File: src/rtl/sift_pkg.sv
// Shared constants and types for the image downsampler.
// Default image geometry, pixel depth, BRAM latency, derived address widths
// and the pass-control FSM state type.
package sift_pkg;

  localparam int DS_SRC_WIDTH    = 128;
  localparam int DS_SRC_HEIGHT   = 128;
  localparam int DS_PIXEL_WIDTH  = 8;
  localparam int DS_BRAM_LATENCY = 2;

  localparam int DS_SRC_ADDR_W   = $clog2(DS_SRC_WIDTH * DS_SRC_HEIGHT);
  localparam int DS_DST_ADDR_W   = $clog2(DS_SRC_WIDTH * DS_SRC_HEIGHT / 4);

  typedef enum logic [1:0] {
    ST_IDLE  = 2'd0,
    ST_READ  = 2'd1,
    ST_DRAIN = 2'd2
  } ds_state_e;

  // Width of a counter able to index n items (at least one bit).
  function automatic int ds_cnt_w(input int n);
    return (n > 1) ? $clog2(n) : 1;
  endfunction

endpackage

File: src/rtl/downsample_accum.sv
// 4-sample accumulate/divide stage of the image downsampler.
// Consumes source pixels in groups of four (one 2x2 block), sums them in a
// PIXEL_WIDTH+2 accumulator and emits one registered destination write per
// block, destination addresses counting up from zero.
// Build option: DOWNSAMPLE_ROUND_EN selects (sum+2)>>2 instead of sum>>2.
module downsample_accum #(
  parameter int PIXEL_WIDTH = 8,
  parameter int DST_ADDR_W  = 12,
  parameter int N_OUT       = 4096
) (
  input  logic                   clk_in,
  input  logic                   rst_n_in,
  input  logic                   clear_in,
  input  logic                   sample_vld_in,
  input  logic [PIXEL_WIDTH-1:0] sample_in,
  output logic                   we_out,
  output logic [DST_ADDR_W-1:0]  addr_out,
  output logic [PIXEL_WIDTH-1:0] pixel_out,
  output logic                   last_out
);

  localparam int ACC_W = PIXEL_WIDTH + 2;
  localparam logic [DST_ADDR_W-1:0] LAST_IDX = DST_ADDR_W'(N_OUT - 1);

  logic [1:0]             cnt_r;
  logic [ACC_W-1:0]       acc_r;
  logic [DST_ADDR_W-1:0]  out_idx_r;
  logic                   we_r;
  logic [DST_ADDR_W-1:0]  addr_r;
  logic [PIXEL_WIDTH-1:0] pix_r;
  logic                   last_r;

  logic [ACC_W-1:0]       sum_s;
  logic [ACC_W-1:0]       rnd_s;
  logic [PIXEL_WIDTH-1:0] avg_s;

  // Running sum including the incoming sample, and its divide-by-four.
  always_comb begin
    sum_s = acc_r + {2'b00, sample_in};
`ifdef DOWNSAMPLE_ROUND_EN
    rnd_s = sum_s + ACC_W'(2);
`else
    rnd_s = sum_s;
`endif
    avg_s = rnd_s[ACC_W-1:2];
  end

  // Accumulate four samples, then register one destination write.
  always_ff @(posedge clk_in) begin
    if (!rst_n_in) begin
      cnt_r     <= 2'd0;
      acc_r     <= '0;
      out_idx_r <= '0;
      we_r      <= 1'b0;
      addr_r    <= '0;
      pix_r     <= '0;
      last_r    <= 1'b0;
    end else if (clear_in) begin
      cnt_r     <= 2'd0;
      acc_r     <= '0;
      out_idx_r <= '0;
      we_r      <= 1'b0;
      last_r    <= 1'b0;
    end else if (sample_vld_in) begin
      if (cnt_r == 2'd3) begin
        cnt_r     <= 2'd0;
        acc_r     <= '0;
        we_r      <= 1'b1;
        addr_r    <= out_idx_r;
        pix_r     <= avg_s;
        last_r    <= (out_idx_r == LAST_IDX);
        out_idx_r <= out_idx_r + DST_ADDR_W'(1);
      end else begin
        cnt_r  <= cnt_r + 2'd1;
        acc_r  <= sum_s;
        we_r   <= 1'b0;
      end
    end else begin
      we_r <= 1'b0;
    end
  end

  assign we_out    = we_r;
  assign addr_out  = addr_r;
  assign pixel_out = pix_r;
  assign last_out  = last_r;

endmodule

File: src/rtl/image_downsampler.sv
// 2x2 mean downsampler: reads a SRC_WIDTH x SRC_HEIGHT greyscale image from a
// source BRAM (one read per cycle, block-by-block in raster order of output
// pixels) and writes the half-resolution image to a destination BRAM.
// Build option: DOWNSAMPLE_ROUND_EN (round half up instead of truncating).
// BRAM_LATENCY must be at least 1.
module image_downsampler
  import sift_pkg::*;
#(
  parameter int SRC_WIDTH    = DS_SRC_WIDTH,
  parameter int SRC_HEIGHT   = DS_SRC_HEIGHT,
  parameter int PIXEL_WIDTH  = DS_PIXEL_WIDTH,
  parameter int BRAM_LATENCY = DS_BRAM_LATENCY
) (
  input  logic                                        clk_in,
  input  logic                                        rst_n_in,
  input  logic                                        start_in,
  output logic                                        busy_out,
  output logic                                        done_out,
  output logic [$clog2(SRC_WIDTH*SRC_HEIGHT)-1:0]     src_addr_out,
  input  logic [PIXEL_WIDTH-1:0]                      src_pixel_in,
  output logic [$clog2(SRC_WIDTH*SRC_HEIGHT/4)-1:0]   dst_addr_out,
  output logic [PIXEL_WIDTH-1:0]                      dst_pixel_out,
  output logic                                        dst_we_out
);

  localparam int SRC_ADDR_W = $clog2(SRC_WIDTH * SRC_HEIGHT);
  localparam int DST_ADDR_W = $clog2(SRC_WIDTH * SRC_HEIGHT / 4);
  localparam int OUT_W      = SRC_WIDTH / 2;
  localparam int OUT_H      = SRC_HEIGHT / 2;
  localparam int OX_W       = ds_cnt_w(OUT_W);
  localparam int OY_W       = ds_cnt_w(OUT_H);
  localparam logic [OX_W-1:0] OX_LAST = OX_W'(OUT_W - 1);
  localparam logic [OY_W-1:0] OY_LAST = OY_W'(OUT_H - 1);

  ds_state_e               state_r;
  ds_state_e               state_nxt_s;
  logic                    start_ok_s;
  logic                    last_read_s;

  logic [OX_W-1:0]         ox_r;
  logic [OY_W-1:0]         oy_r;
  logic [1:0]              sub_r;
  logic [SRC_ADDR_W-1:0]   addr_s;
  logic [SRC_ADDR_W-1:0]   src_addr_r;
  logic                    issue_r;
  logic [BRAM_LATENCY:1]   vld_sr_r;

  logic                    busy_r;
  logic                    done_r;

  logic                    acc_we_s;
  logic                    acc_last_s;
  logic [DST_ADDR_W-1:0]   acc_addr_s;
  logic [PIXEL_WIDTH-1:0]  acc_pix_s;

  // Current read position: sub_r[0] selects the column, sub_r[1] the row
  // inside the 2x2 block of output pixel (ox_r, oy_r).
  always_comb begin
    addr_s      = SRC_ADDR_W'({oy_r, sub_r[1]}) * SRC_ADDR_W'(SRC_WIDTH)
                + SRC_ADDR_W'({ox_r, sub_r[0]});
    last_read_s = (state_r == ST_READ) && (ox_r == OX_LAST) &&
                  (oy_r == OY_LAST) && (sub_r == 2'd3);
  end

  // Next-state logic; a start in the done cycle is deliberately dropped.
  always_comb begin
    state_nxt_s = state_r;
    start_ok_s  = 1'b0;
    case (state_r)
      ST_IDLE: begin
        if (start_in && !done_r) begin
          start_ok_s  = 1'b1;
          state_nxt_s = ST_READ;
        end else begin
          state_nxt_s = ST_IDLE;
        end
      end
      ST_READ: begin
        if (last_read_s) begin
          state_nxt_s = ST_DRAIN;
        end else begin
          state_nxt_s = ST_READ;
        end
      end
      ST_DRAIN: begin
        if (acc_we_s && acc_last_s) begin
          state_nxt_s = ST_IDLE;
        end else begin
          state_nxt_s = ST_DRAIN;
        end
      end
      default: begin
        state_nxt_s = ST_IDLE;
      end
    endcase
  end

  // FSM state register.
  always_ff @(posedge clk_in) begin
    if (!rst_n_in) begin
      state_r <= ST_IDLE;
    end else begin
      state_r <= state_nxt_s;
    end
  end

  // Source address generator: one registered read per READ cycle.
  always_ff @(posedge clk_in) begin
    if (!rst_n_in) begin
      ox_r       <= '0;
      oy_r       <= '0;
      sub_r      <= 2'd0;
      src_addr_r <= '0;
      issue_r    <= 1'b0;
    end else if (start_ok_s) begin
      ox_r       <= '0;
      oy_r       <= '0;
      sub_r      <= 2'd0;
      issue_r    <= 1'b0;
    end else if (state_r == ST_READ) begin
      src_addr_r <= addr_s;
      issue_r    <= 1'b1;
      sub_r      <= sub_r + 2'd1;
      if (sub_r == 2'd3) begin
        if (ox_r == OX_LAST) begin
          ox_r <= '0;
          oy_r <= oy_r + OY_W'(1);
        end else begin
          ox_r <= ox_r + OX_W'(1);
        end
      end
    end else begin
      issue_r <= 1'b0;
    end
  end

  // Delay the read-issue flag by the BRAM latency to mark valid read data.
  always_ff @(posedge clk_in) begin
    if (!rst_n_in) begin
      vld_sr_r <= '0;
    end else if (start_ok_s) begin
      vld_sr_r <= '0;
    end else begin
      vld_sr_r[1] <= issue_r;
      for (int i = 2; i <= BRAM_LATENCY; i++) begin
        vld_sr_r[i] <= vld_sr_r[i-1];
      end
    end
  end

  // Status flags: busy lags the state by one cycle so it covers the done cycle.
  always_ff @(posedge clk_in) begin
    if (!rst_n_in) begin
      busy_r <= 1'b0;
      done_r <= 1'b0;
    end else begin
      busy_r <= (state_r != ST_IDLE);
      done_r <= (state_r == ST_DRAIN) && acc_we_s && acc_last_s;
    end
  end

  downsample_accum #(
    .PIXEL_WIDTH (PIXEL_WIDTH),
    .DST_ADDR_W  (DST_ADDR_W),
    .N_OUT       (OUT_W * OUT_H)
  ) u_accum (
    .clk_in        (clk_in),
    .rst_n_in      (rst_n_in),
    .clear_in      (start_ok_s),
    .sample_vld_in (vld_sr_r[BRAM_LATENCY]),
    .sample_in     (src_pixel_in),
    .we_out        (acc_we_s),
    .addr_out      (acc_addr_s),
    .pixel_out     (acc_pix_s),
    .last_out      (acc_last_s)
  );

  assign busy_out      = busy_r;
  assign done_out      = done_r;
  assign src_addr_out  = src_addr_r;
  assign dst_we_out    = acc_we_s;
  assign dst_addr_out  = acc_addr_s;
  assign dst_pixel_out = acc_pix_s;

endmodule

File: config.mk
export PLATFORM = sky130hd
export DESIGN_NAME = image_downsampler
export DESIGN_NICKNAME = d
export VERILOG_FILES = /design/src/rtl/sift_pkg.sv /design/src/rtl/downsample_accum.sv /design/src/rtl/image_downsampler.sv
export SDC_FILE = /design/constraint.sdc
export NUM_CORES = 1
export LEC_CHECK = 0
export CAP_MARGIN = 0
export CORE_MARGIN = 2
export CORE_UTILIZATION = 40
export CTS_CLUSTER_SIZE = 28
export DETAILED_ROUTE_END_ITERATION = 16
export SLEW_MARGIN = 20
export SYNTH_ARGS = -nofsm -noshare
export SYNTH_HDL_FRONTEND = slang
export SYNTH_HIERARCHICAL = 1
export SYNTH_SLANG_ARGS = --single-unit
File: constraint.sdc
create_clock -name clk_in -period 2.5 [get_ports clk_in]
set_clock_uncertainty 0.1 [all_clocks]
set_input_delay 0.375 -clock clk_in [delete_from_list [all_inputs] [get_ports clk_in]]
set_output_delay 0.375 -clock clk_in [all_outputs]
set_load 0.05 [all_outputs]
==> impl_metrics.json, run 1 <==
{
  "outcome": "finished, final reports clean",
  "syn_area_sq_mm": 0.00368,
  "hpwlAfterDp_microns": 5660,
  "cp.required_ns": 2.69,
  "synth.net_count": 448,
  "yosysMostFrequentCell": "dfxtp_1",
  "setup_viol": 0,
  "via_per_inst": 5.12,
  "dr.first_iter.drc_count": 150,
  "ys_warn_count": 6,
  "io_pins": 48,
  "critical_path_arrival_ns": 2.54,
  "critPathMaxStageDelay_ns": 0.50,
  "cts.reportedPaths.clkPinSlew_ns": 0.08,
  "die_x_microns": 99.9,
  "worstMarginPinSlew_ns": 0.587,
  "netlist_instances": 423,
  "cts_hold_buf": 0,
  "ant_nets": 0,
  "drcViolationCount": 0,
  "core-area_sq_mm": 0.00881,
  "async_reset_ff_frac": 0,
  "power_frac_clock": 0.425,
  "end_kind": "flip-flop",
  "reg2reg_from": "u_accum/acc_r[0]$_SDFFE_PP0P_",
  "drt-total-wl_microns": 7980,
  "fin_tns_setup_ns": 0,
  "cts_post_setup_buffers_inserted": 0,
  "post-route-period-util": 0.939,
  "nets": 502,
  "rsz0062_at_grt": "false",
  "final_area_sq_mm": 0.00454,
  "reg2reg_setup_slack_ns": 0.30,
  "pwr-share-comb": 0.060,
  "cpMaxStageDelayCell": "or4b_1",
  "fmax_mhz": 426,
  "root_buffer": "clkbuf_8",
  "antenna_found_initial": 0,
  "holdCritPathClass": "reg2reg",
  "total_power_mw": 2.54,
  "drt_pass1_iterations": 6,
  "endpoint": "u_accum/pixel_out[4]$_SDFFE_PN0P_",
  "yosys.area.top_type_share": 0.441,
  "die_y_microns": 99.9,
  "synth_seq_cells": 81,
  "track_usage": 0.173,
  "p_per_area_mw_per_mm2": 559,
  "yosysUniqueCellTypes": 57,
  "criticalPathCategory": "in2reg",
  "switching_share": 0.230,
  "synthFlopType": "dfxtp_1",
  "h-tree-depth": 3,
  "p_switching_uw": 584,
  "cp-start-kind": "input pin",
  "grt_pass1_wl_microns": 13900,
  "tritoncts": "yes",
  "synth_edf_count": 0,
  "wire_per_inst_microns": 13.5,
  "ys_top_cells_by_count": "81 x dfxtp_1, 78 x nand2_1, 30 x nor2_1",
  "p_leak_nw": 1.65,
  "power_frac_seq": 0.515,
  "fill_cells": 856,
  "hold_viol": 0,
  "clockBufferDepth": 2,
  "path_max_fanout": 3,
  "p_int_mw": 1.95,
  "rr_worst_depth": 8,
  "avgSynthCellArea_sq_um": 8.70,
  "ir_drop_mv": 0.334,
  "grt_overflow_total": 0,
  "finalWorstPathRequiredPeriod_ns": 2.35,
  "die_area_sq_mm": 0.00998,
  "grt_max_degree": 31,
  "r2r-end": "u_accum/pixel_out[4]$_SDFFE_PN0P_",
  "antenna_cells": 0,
  "timing.final.max_slew_violations": 0,
  "ys_top_cells_by_area": "dfxtp_1 44%, nand2_1 8.0%, ha_1 4.4%",
  "start_util": 0.418,
  "gp_congestion": 0.803,
  "port_buffers": 47,
  "grt_pass1_vias": 2896,
  "area_growth_pct": 23.3,
  "seq_area_frac_synth": 0.441,
  "cts_made_buffers": 9,
  "cap_violations": 0,
  "yosysTopAreaCell": "dfxtp_1",
  "ctsResizeCount": 0,
  "drive_gt1_frac": 0.106,
  "via_count": 3022,
  "post_dp_cell_area_sq_mm": 0.00431,
  "cp_cell_sequence": "clkdlybuf4s50_1 > ha_1 > inv_1 > fa_1 > nand2b_1 > a21oi_4 > a31oi_2 > or4b_1 > nand3_1",
  "clock-sinks": 81,
  "clock_latency_ns": 0.35,
  "rows": 34,
  "startpoint": "src_pixel_in[0]",
  "relSlewSlack": 0.609,
  "whs_ns": 0.357
}
==> worst max-delay path, delay by kind of cell <==
family | cells | cell delay (ns)
buffers and inverters | 2 | 0.52
adders and majority gates | 2 | 0.57
and+or+nand+nor | 3 | 0.78
AOI/OAI and AO/OA | 2 | 0.29
==> per-stage QoR <==
stage               std cells  utilization  worst slack (ns)
floorplan                 423            -             0.273
global placement          574        0.490            -0.133
detailed placement        574        0.490            -0.204
CTS                       590        0.515             0.159
global route              590        0.515            0.0634
finish                    590        0.515             0.152
==> worst min path at each step <==
stage	start	end	slack, ns	cells after the start
floorplan	u_accum/last_out$_SDFFE_PP0P_	done_out$_SDFF_PN0_	0.33	2
global placement	issue_r$_SDFF_PP0_	vld_sr_r[1]$_SDFF_PP0_	0.34	1
detailed placement	issue_r$_SDFF_PP0_	vld_sr_r[1]$_SDFF_PP0_	0.35	1
CTS	src_addr_out[7]$_SDFFE_PN0P_	src_addr_out[7]$_SDFFE_PN0P_	0.36	2
global route	src_addr_out[13]$_SDFFE_PN0P_	src_addr_out[13]$_SDFFE_PN0P_	0.37	2
finish	src_addr_out[7]$_SDFFE_PN0P_	src_addr_out[7]$_SDFFE_PN0P_	0.36	2
==> sequential cells by signal, summed over array words and instances (netlist names) <==
signal	count
done_out	1
u_accum/pixel_out	8
ox_r	6
u_accum/last_out	1
u_accum/addr_out	12
u_accum/cnt_r	2
sub_r	2
busy_out	1
oy_r	6
u_accum/we_out	1
state_r	2
u_accum/out_idx_r	12
vld_sr_r	2
src_addr_out	14
u_accum/acc_r	10
issue_r	1
==> cells by family after synthesis <==
group / Yosys count / synth area share
adder cells (fa/ha/maj): 14 / 0.0496
flip-flops: 81 / 0.441
AND/OR/NAND/NOR: 190 / 0.259
XOR/XNOR: 18 / 0.0428
AO/OA/AOI/OAI: 77 / 0.145
buffers and inverters: 37 / 0.0466
multiplexers: 6 / 0.0163
==> power by group through the flow <==
stage                     sequential [mW]  combinational (mW)  clock, mW
after CTS                            1.31               0.155       1.11
after detailed placement             1.34               0.154          0
after floorplan                      1.34              0.0993          0
after global placement               1.34               0.152          0
final                                1.31               0.152       1.08
after global routing                 1.31               0.170       1.16
==> cell usage in the layout, fill, tap and decap left out, types with 12 or more instances in the layout <==
cell,n
xor2_1,12
a21oi_1,29
clkdlybuf4s50_1,47
buf_4,20
ha_1,13
nor2_1,30
nand2_1,78
dfxtp_1,81
nand3_1,18
a21boi_0,15
inv_1,13
==> routing by layer <==
metal,vias up,GRT usage,wire (microns),share of wire
met3,6,0.0432,284,0.036
li1,1567,-,-,-
met4,0,0.0516,68,0.0085
met2,49,0.286,3790,0.47
met5,-,0,0,0
met1,1400,0.224,3840,0.48
==> layout make-up <==
class | instances | area [sq um] | area share
clock buffers | 10 | 138 | 0.0303
clock inverters | 6 | 87.6 | 0.0193
inverters | 13 | 48.8 | 0.0108
multi-input cells | 305 | 1890 | 0.416
flip-flops and latches | 81 | 1620 | 0.357
well taps | 108 | 135 | 0.0298
repair buffers | 67 | 621 | 0.137
(Power assumes the default switching activity.)
==> run 2, diff against run 1 <==
--- a/config.mk
+++ b/config.mk
@@ -7,7 +7,7 @@
 export LEC_CHECK = 0
 export CAP_MARGIN = 0
 export CORE_MARGIN = 2
-export CORE_UTILIZATION = 40
+export CORE_UTILIZATION = 30
 export CTS_CLUSTER_SIZE = 28
 export DETAILED_ROUTE_END_ITERATION = 16
 export SLEW_MARGIN = 20
==> run 2 against run 1 <==
Fmax down 0.78%. Worst setup slack worse by 0.018 ns. Clock power up 31%. Worst hold slack worse by 0.0020 ns. Via count up 2.9%. Largest cell class unchanged. Sequential share of layout area down 0.87 points. Flip-flop and latch count unchanged. Critical endpoint unchanged. Power up 13%.
==> impl_metrics.json, run 2 (synthesized netlist as in run 1, its figures left out) <==
{
  "cpMaxStageDelayCell": "or4b_1",
  "grt_overflow_total": 0,
  "die_area_sq_mm": 0.0132,
  "track_usage": 0.136,
  "timing.final.max_slew_violations": 0,
  "via_count": 3111,
  "clockBufferDepth": 2,
  "root_buffer": "clkbuf_16",
  "p_per_area_mw_per_mm2": 617,
  "cp_num_buf_inv": 2,
  "largest_reg_flops": 14,
  "nets": 498,
  "power_frac_seq": 0.456,
  "drive_gt1_frac": 0.0983,
  "cts_made_buffers": 9,
  "die_y_microns": 115,
  "grt_pass1_vias": 3053,
  "drt_pass1_iterations": 4,
  "cp_cell_sequence": "clkdlybuf4s50_1 > ha_1 > inv_1 > fa_1 > nand2b_1 > a21oi_4 > a31oi_2 > or4b_1 > nand3_1",
  "port_buffers": 47,
  "rsz0062_at_grt": "false",
  "post-place-ws_ns": -0.213,
  "end_kind": "flip-flop",
  "power_frac_clock": 0.491,
  "fin_util": 0.387,
  "grt_pass1_wl_microns": 14200,
  "critPathTopFamily": "simple AND/OR/NAND/NOR gates",
  "p_int_mw": 2.23,
  "total_power_mw": 2.87,
  "fill_cells": 1259,
  "cts.reportedPaths.clkPinSlew_ns": 0.06,
  "critPathMaxStageDelay_ns": 0.51,
  "switching_share": 0.222,
  "h-tree-depth": 3,
  "p_switching_uw": 638,
  "fmax_mhz": 423,
  "cp.required_ns": 2.68,
  "dp_cells": 609,
  "path_max_fanout": 3,
  "cp-start-kind": "input pin",
  "antenna_cells": 0,
  "outcome": "finished, final reports clean",
  "die_x_microns": 115,
  "gp_congestion": 0.797,
  "wire_per_inst_microns": 13.5,
  "holdCritPathClass": "reg2reg",
  "core-area_sq_mm": 0.0120,
  "cap_violations": 0,
  "hpwlAfterDp_microns": 6150,
  "hold_viol": 0,
  "clock-sinks": 81,
  "rows": 40,
  "post-route-period-util": 0.947,
  "drcViolationCount": 0,
  "dr.first_iter.drc_count": 137,
  "drt-total-wl_microns": 8450,
  "start_util": 0.306,
  "worstMarginPinSlew_ns": 0.616,
  "layout_common_cells": "81 x dfxtp_1, 78 x nand2_1, 47 x clkdlybuf4s50_1",
  "relSlewSlack": 0.589,
  "antenna_found_initial": 0,
  "critical_path_arrival_ns": 2.55,
  "cts_hold_buf": 0,
  "ir_drop_mv": 0.509,
  "p_leak_nw": 1.67,
  "ctsResizeCount": 0,
  "finalWorstPathRequiredPeriod_ns": 2.37,
  "cts_post_setup_buffers_inserted": 0,
  "area_growth_pct": 26.4,
  "final_area_sq_mm": 0.00465,
  "ant_nets": 0,
  "pwr-share-comb": 0.053,
  "criticalPathCategory": "in2reg",
  "tritoncts": "yes",
  "setup_viol": 0,
  "fin_cells": 625,
  "grt_max_degree": 19,
  "setup_slack_ns": 0.133,
  "layout_commonest_cell": "dfxtp_1",
  "post_dp_cell_area_sq_mm": 0.00433,
  "via_per_inst": 4.98,
  "io_pins": 48,
  "clock_latency_ns": 0.34
}
run 2: cell type report:
type | instances | area, sq um | area share
Tap cell | 147 | 184 | 0.0395
Inverter | 13 | 48.8 | 0.0105
Clock inverter | 7 | 95.1 | 0.0204
Multi-Input combinational cell | 305 | 1890 | 0.406
Sequential cell | 81 | 1620 | 0.349
Clock buffer | 9 | 225 | 0.0484
Timing Repair Buffer | 63 | 591 | 0.127
run 2: layer usage:
layer | global-route usage | vias up | share of wire
met2 | 0.232 | 59 | 0.47
met1 | 0.164 | 1483 | 0.48
met5 | 0 | - | 0
met4 | 0.0337 | 0 | 0.0088
met3 | 0.0511 | 7 | 0.047
li1 | - | 1562 | -
run 2: worst paths after layout:
check	start	to	slack [ns]	cells past startpoint
worst min register to register	vld_sr_r[1]$_SDFF_PP0_	vld_sr_r[2]$_SDFF_PP0_	0.35	1
worst max register to register	u_accum/acc_r[0]$_SDFFE_PP0P_	u_accum/pixel_out[4]$_SDFFE_PN0P_	0.28	8
worst max-delay path	src_pixel_in[0]	u_accum/pixel_out[4]$_SDFFE_PN0P_	0.13	9
worst min-delay path	vld_sr_r[1]$_SDFF_PP0_	vld_sr_r[2]$_SDFF_PP0_	0.35	1
run 2: stage by stage:
stage	hold WS, ns	TNS [ns]
2_1_floorplan	0.335	0
3_3_place_gp	0.339	-0.505
3_5_place_dp	0.345	-0.714
4_1_cts	0.359	0
5_1_grt	0.369	0
6_report	0.355	0
run 2: power groups by stage:
stage	sequential, mW	combinational (mW)	clock, mW
2_1_floorplan	1.34	0.0993	0
3_3_place_gp	1.34	0.151	0
3_5_place_dp	1.34	0.152	0
4_1_cts	1.31	0.154	1.46
5_1_grt	1.31	0.167	1.51
6_report	1.31	0.151	1.41
